===== config.mk =====
export PLATFORM = sky130hd
export DESIGN_NAME = router_pkt_tx
export DESIGN_NICKNAME = d
export VERILOG_FILES = /design/src/rtl/router_pkt_tx.sv
export SDC_FILE = /design/constraint.sdc
export NUM_CORES = 1
export LEC_CHECK = 0
export BUFFER_PORTS_ARGS = -buffer_cell sky130_fd_sc_hd__buf_2
export CAP_MARGIN = 20
export CORE_UTILIZATION = 47
export DETAILED_ROUTE_END_ITERATION = 8
export GPL_TIMING_DRIVEN = 0
export PLACE_DENSITY = 0.66
export SYNTH_ARGS = -nofsm -noshare
export SYNTH_HDL_FRONTEND = slang
export SYNTH_SLANG_ARGS = --single-unit

===== constraint.sdc =====
create_clock -name clock -period 8.4 [get_ports clock]
set_input_delay 1.26 -clock clock [delete_from_list [all_inputs] [get_ports clock]]
set_output_delay 1.26 -clock clock [all_outputs]
set_load 0.02 [all_outputs]

===== src/rtl/router_pkt_tx.sv =====
// router_pkt_tx: packet source for the router input port.
// A host fills a 63-byte payload buffer. On send, the block emits a header
// byte {len, addr}, then len payload bytes, then a parity byte. Parity is the
// XOR of the header and all payload bytes, and it can be inverted for error
// injection. The router's busy signal stalls the stream on any beat.
//
// Ports:
//   clock, reset        rising-edge clock, synchronous active-high reset
//   wr_en, wr_data      payload byte write; taken only in idle
//   buf_full, buf_count buffer occupancy
//   send, send_addr     start a packet to a port (0..2)
//   corrupt_parity      sampled with send; inverts the parity byte
//   send_ready          idle; a send is accepted
//   send_err            one-cycle pulse on a rejected send
//   busy                router back-pressure; the current beat holds
//   pkt_valid, data_out header/payload beats (parity beat has pkt_valid=0)
//   tx_done             one-cycle pulse after the parity byte is accepted
module router_pkt_tx #(
  parameter int unsigned BUF_DEPTH = 63
) (
  input  logic       clock,
  input  logic       reset,
  input  logic       wr_en,
  input  logic [7:0] wr_data,
  output logic       buf_full,
  output logic [5:0] buf_count,
  input  logic       send,
  input  logic [1:0] send_addr,
  input  logic       corrupt_parity,
  output logic       send_ready,
  output logic       send_err,
  input  logic       busy,
  output logic       pkt_valid,
  output logic [7:0] data_out,
  output logic       tx_done
);

  typedef enum logic [1:0] {StIdle, StHeader, StPayload, StParity} state_e;

  state_e     state_q;
  logic [7:0] buf_q [BUF_DEPTH];
  logic [5:0] count_q, len_q, idx_q;
  logic       corrupt_q;
  logic [7:0] parity_q, data_q;
  logic       valid_q, ready_q, full_q, err_q, done_q;

  logic       wr_ok, send_bad, last_beat;
  logic [7:0] header, par_nxt;

  // A write in the same cycle as send is dropped so send sees the prior count.
  assign wr_ok     = (state_q == StIdle) && wr_en && !send && (count_q != 6'(BUF_DEPTH));
  assign send_bad  = (count_q == 6'd0) || (send_addr == 2'b11);
  assign header    = {count_q, send_addr};
  assign par_nxt   = parity_q ^ buf_q[idx_q];
  assign last_beat = (idx_q == len_q - 6'd1);

  // Payload storage has no reset; count_q alone marks which entries are valid.
  always_ff @(posedge clock) begin
    if (wr_ok) buf_q[count_q] <= wr_data;
  end

  always_ff @(posedge clock) begin
    if (reset) begin
      state_q   <= StIdle;
      count_q   <= 6'd0;
      len_q     <= 6'd0;
      idx_q     <= 6'd0;
      corrupt_q <= 1'b0;
      parity_q  <= 8'd0;
      data_q    <= 8'd0;
      valid_q   <= 1'b0;
      ready_q   <= 1'b1;
      full_q    <= 1'b0;
      err_q     <= 1'b0;
      done_q    <= 1'b0;
    end else begin
      err_q  <= 1'b0;
      done_q <= 1'b0;
      case (state_q)
        StIdle: begin
          if (send) begin
            if (send_bad) begin
              err_q <= 1'b1;
            end else begin
              len_q     <= count_q;
              corrupt_q <= corrupt_parity;
              data_q    <= header;
              parity_q  <= header;
              valid_q   <= 1'b1;
              ready_q   <= 1'b0;
              state_q   <= StHeader;
            end
          end else if (wr_ok) begin
            count_q <= count_q + 6'd1;
            full_q  <= (count_q + 6'd1 == 6'(BUF_DEPTH));
          end
        end
        StHeader: begin
          if (!busy) begin
            data_q  <= buf_q[0];
            idx_q   <= 6'd0;
            state_q <= StPayload;
          end
        end
        StPayload: begin
          if (!busy) begin
            parity_q <= par_nxt;
            if (last_beat) begin
              valid_q <= 1'b0;
              data_q  <= corrupt_q ? ~par_nxt : par_nxt;
              state_q <= StParity;
            end else begin
              idx_q  <= idx_q + 6'd1;
              data_q <= buf_q[idx_q + 6'd1];
            end
          end
        end
        StParity: begin
          if (!busy) begin
            data_q  <= 8'd0;
            done_q  <= 1'b1;
            count_q <= 6'd0;
            full_q  <= 1'b0;
            ready_q <= 1'b1;
            state_q <= StIdle;
          end
        end
        default: state_q <= StIdle;
      endcase
    end
  end

  assign buf_full   = full_q;
  assign buf_count  = count_q;
  assign send_ready = ready_q;
  assign send_err   = err_q;
  assign pkt_valid  = valid_q;
  assign data_out   = data_q;
  assign tx_done    = done_q;

endmodule


# Word-level counts from Yosys, hierarchy flattened
# Memory sizes are Yosys's and may differ from the RTL's. A register that Yosys moved wholly into a read port is not among the register bits.
# Cells that the tools add are included.
# word_totals
input_bits	16
mem_count	1
ram_bits	504
reg_bits	42
# mem_list
name	depth	word_bits	read_ports	rd_clocked_by_memory_dff	wr	line_no	text
buf_q	63	8	3	1	1	41	logic [7:0] buf_q [BUF_DEPTH];
# op_classes
bitwise_logic	6
n_eq_ne	16
mux	43
n_reduce_logical	20
addsub	3
# ops
operator	count
2-to-1 mux 8 bit	8
2-to-1 mux 6 bit	7
one-hot mux 8 bit (4 select lines)	1
one-hot mux 6 bit (2 select lines)	2
!= test 2 bit, second input constant	9
one-hot mux 8 bit (2 select lines)	1
AND reduction 4 bit	4
2-to-1 mux 1 bit	14
adder 6 x 1 -> 6 bit, second input constant	2
2-to-1 mux 2 bit	6
AND reduction 5 bit	2
inverter 8 bit	1
one-hot mux 2 bit (4 select lines)	1
bitwise XOR 8 bit	1
== test 2 bit, second input constant	3
== test 6 bit	1
== test 6 bit, second input constant	1
logical NOT 6 bit	1
!= test 6 bit, second input constant	1
one-hot mux 1 bit (2 select lines)	3
AND reduction 6 bit	1
nonzero test 2 bit	3
subtractor 6 x 1 -> 6 bit, second input constant	1
inverter 1 bit	4
other kinds (8)	10

# Depth between registers and ports, before layout
# logic_depth
ltp_word	7
mapped_depth	12

# Worst setup path before layout
# Ideal clock, no wire load.
# synth_timing
kind	input -> register
start	input port wr_en
end	memory buf_q[46][0], enable pin
path_stages	5
required_time_ns	8.030
path_buffers	0
t_arrival_ns	2.562
path_slack_ns	5.467
cell_sequence	nand2_1 a311oi_1 and2_1 nand3_1 nor2_1
# synth_via
elab_chain_len	5
# synth_lines
element	line_no	text
from (decl)	23	input logic wr_en,
logical AND 1 bit (3 in a row)	51	assign wr_ok = (state_q == StIdle) && wr_en && !send && (count_q != 6'(BUF_DEPTH));
2-to-1 mux 1 bit	59	if (wr_ok) buf_q[count_q] <= wr_data;
2-to-1 mux 1 bit (not written as such)	59	
to (decl)	41	
# No other way between the ends.

# Worst setup path after layout
# layout_timing
start	register count_q[0] (netlist: buf_count[0])
end	memory buf_q[22][1], enable pin
# layout_via
elab_chain_len	4
# layout_lines
element	line_no	text
from (decl)	42	logic [5:0] count_q, len_q, idx_q;
from (signal assigned)	94	count_q <= count_q + 6'd1;
!= test 6 bit	51	
logical AND 1 bit	51	
2-to-1 mux 1 bit	59	
2-to-1 mux 1 bit (not written as such)	59	
# Parallel ways exist; a longest one is shown, timed or not.

==> qor.yml <==
clocking:
  max-clock-path-buffers: 3
  clk_latency_ps: 630
  cts_buffers: 56
  clkSinkCount: 552
  clk_pin_slew_ps: 60
  cts_hold_buf: 0
  h-tree-depth: 2
  tritoncts: "built"
  postCtsSetupBuffers: 0
  post_cts_resize_count: 0
  root_buffer: "clkbuf_16"
timing:
  final_max_slew_viol_count: 0
  fmax_ghz: 0.255
  period_minus_slack_ps: 3930
  finalCritPeriodShare_pct: 46.8
  rsz0062_at_grt: "false"
  finalHoldViolCount: 0
  maxSlewHeadroom_pct: 21.5
  fin_worst_skew_ps: 17.7
  worstMarginPinSlew_ps: 1170
  setup_viol: 0
  fin_setup_tns_ps: 0
global_routing:
  first_global_vias: 16700
  grt_pass1_wl_mm: 126
  grt_max_degree: 64
  top_usage_layer: "met2"
  grt_antenna_before_repair: 3
  grtUsageTotal_pct: 31.7
  gr-usage-met2_pct: 46.8
  grt-ovfl-total: 0
  met1_usage_pct: 42.5
  gr-usage-met3_pct: 9.57
synth:
  syn_area_mm2: 0.0270
  synth_top_area_share_pct: 56.1
  syn-num-nets: 1617
  synth_seq_cells: 552
  synth.yosys.seq_area_share_pct: 59.7
  ys_warn_count: 0
  ys_types: 85
  synth.largest_area_cell: "edfxtp_1"
  synthCells: 1591
  synthArstFlopShare_pct: 0
  synth_edf_count: 504
  yosysMostFrequentCell: "edfxtp_1"
  dominantRegCellSynth: "edfxtp_1"
  synth.area.top_cells: "edfxtp_1 56%, mux4_2 18%, dfxtp_1 3.6%, mux2i_1 3.1%, mux4_1 2.9%"
  ys_top_cells_by_count: "504 x edfxtp_1, 212 x mux4_2, 119 x nor2_1"
  synth.avg_cell_area_um2: 16.9
route:
  antenna_left: 0
  routed_via_density: 6.95
  remaining_drc_errors: 0
  vias: 17300
  drt_iter0_markers: 2402
  wirelength_mm: 91.0
  first_pass_iters: 8
  wl_per_cell_um: 36.5
floorplan:
  core_area_mm2: 0.0565
  rows: 87
  io_pins: 35
  die-area_mm2: 0.0583
  start_util_pct: 47.7
  die_y_um: 241
  die_w_um: 241
place:
  port_buffers: 32
  hpwl_mm: 63.4
  placed_area_mm2: 0.0281
  place.gp.congestion: 1.00
critical_path:
  worstSetupPathType: "reg -> reg"
  cp-end-kind: "flip-flop"
  reg2reg_slack_ps: 4470
  crit_required_ps: 8640
  arrival_ps: 4170
  path_max_fanout: 9
  worst_setup_path_start_kind: "flip-flop"
pwr:
  power_density_mw_per_mm2: 215
  total_power_w: 0.00646
  p_clk_share_pct: 38.6
  power.leakage_nw: 9.09
  p_comb_share_pct: 14.0
  switching_share_pct: 26.1
  p_seq_share_pct: 47.5
  max-vdd-ir-drop_uv: 162
  p_sw_w: 0.00169
  p_int_w: 0.00477
hold_path:
  hold_class: "reg -> reg"
job:
  maxCapViolations: 0
cells_and_area:
  final_nets: 1718
  area_growth_pct: 11.4
  drive_above_1_share_pct: 25.5
  design_area_mm2: 0.0300
outcome:
  status: "finished clean"
-- metrics by stage --
step           util [%]  hold slack, ps  instances  setup WS, ps
2_1_floorplan         -             480       1591          5470
3_3_place_gp       49.7             483       2379          4250
3_5_place_dp       49.7             490       2381          4230
4_1_cts            52.9             497       2485          4560
5_1_grt            53.2             529       2494          4500
6_report           53.2             502       2495          4470
-- final cells by class --
| type | instances | area [µm²] |
|---|---|---|
| flip-flops and latches | 552 | 16100 |
| repair buffers | 43 | 354 |
| multi-input cells | 910 | 9950 |
| plain buffers | 112 | 848 |
| fillers | 4496 | 26500 |
| diodes | 1 | 2.50 |
| clock inverters | 39 | 347 |
| inverters | 17 | 63.8 |
| clock buffers | 65 | 1440 |
| well taps | 756 | 946 |
-- flip-flops by register name, summed over array words and instances (netlist names), named ones only --
name / count
buf_q: 504
data_out: 8
parity_q: 8
buf_count: 6
idx_q: 6
len_q: 6
state_q: 2
buf_full: 1
corrupt_q: 1
pkt_valid: 1
send_err: 1
send_ready: 1
tx_done: 1
-- power groups by stage --
stage	combinational (W)	clock, W	sequential (W)
after floorplan	0.000548	0	0.00314
after global placement	0.000863	0	0.00312
after detailed placement	0.000876	0	0.00313
after CTS	0.000881	0.00249	0.00307
after global routing	0.000946	0.00259	0.00307
final	0.000902	0.00249	0.00307
-- kinds of logic after synthesis --
kind of cell,count (synthesis),synth area share (%)
DFF,552,59.7
and+or+nand+nor,330,6.05
muxes,329,23.9
AOI/OAI and AO/OA,216,5.58
buffers and inverters,129,3.38
xor gates and xnor gates,25,0.938
adders and majority gates,10,0.464
-- layer usage --
layer | vias up | part of all wire, %
met4 | 4 | 5.6
met1 | 9041 | 38
li1 | 6824 | -
met2 | 1255 | 44
met3 | 213 | 13
met5 | - | 0.030
-- worst max-delay path, stage by stage (launching register included) --
cell and delay [ps]:
dfxtp_1 430, ha_1 310, and3_1 230, a311oi_1 590, and2_1 300, nand3_1 580, nor2_1 1100
-- layout by cell type (no fill, tap or decap), types with 6 or more instances in the layout --
| master | Yosys | routed |
|---|---|---|
| edfxtp_1 | 504 | 504 |
| o21ai_1 | 10 | 10 |
| a41oi_1 | 6 | 6 |
| xnor2_1 | 6 | 6 |
| buf_8 | 5 | 6 |
| o221ai_1 | 6 | 6 |
| ha_1 | 10 | 10 |
| buf_6 | 16 | 17 |
| clkbuf_16 | 0 | 56 |
| nor2_1 | 119 | 119 |
| a22oi_1 | 13 | 13 |
| mux2i_1 | 84 | 84 |
| dfxtp_1 | 48 | 48 |
| nand2_1 | 54 | 54 |
| mux4_1 | 30 | 30 |
| nor2b_1 | 19 | 19 |
| a31oi_1 | 12 | 12 |
| a21oi_1 | 46 | 46 |
| o22a_1 | 8 | 8 |
| a211oi_1 | 18 | 18 |
| inv_1 | 16 | 16 |
| nand2b_1 | 11 | 11 |
| buf_4 | 12 | 13 |
| clkinv_1 | 0 | 18 |
| clkinv_2 | 0 | 7 |
| clkbuf_1 | 23 | 32 |
| xor2_1 | 16 | 16 |
| buf_1 | 6 | 6 |
| and3_1 | 10 | 10 |
| nand3b_1 | 13 | 13 |
| nand3_1 | 46 | 46 |
| or3_1 | 10 | 10 |
| o22ai_1 | 25 | 25 |
| buf_12 | 6 | 14 |
| buf_2 | 36 | 68 |
| o21ai_0 | 21 | 21 |
| nor3_1 | 13 | 13 |
| nand4_1 | 6 | 6 |
| mux4_2 | 212 | 212 |
-- worst paths after layout --
path | cells past startpoint | end | from
max | 6 | buf_q[22][1]$_DFFE_PP_ | buf_count[0]$_SDFFE_PP0P_
min reg2reg | 2 | pkt_valid$_SDFFE_PP0P_ | pkt_valid$_SDFFE_PP0P_
max reg2reg | 6 | buf_q[22][1]$_DFFE_PP_ | buf_count[0]$_SDFFE_PP0P_
min | 2 | pkt_valid$_SDFFE_PP0P_ | pkt_valid$_SDFFE_PP0P_
Power figures use the tool's default switching activity.
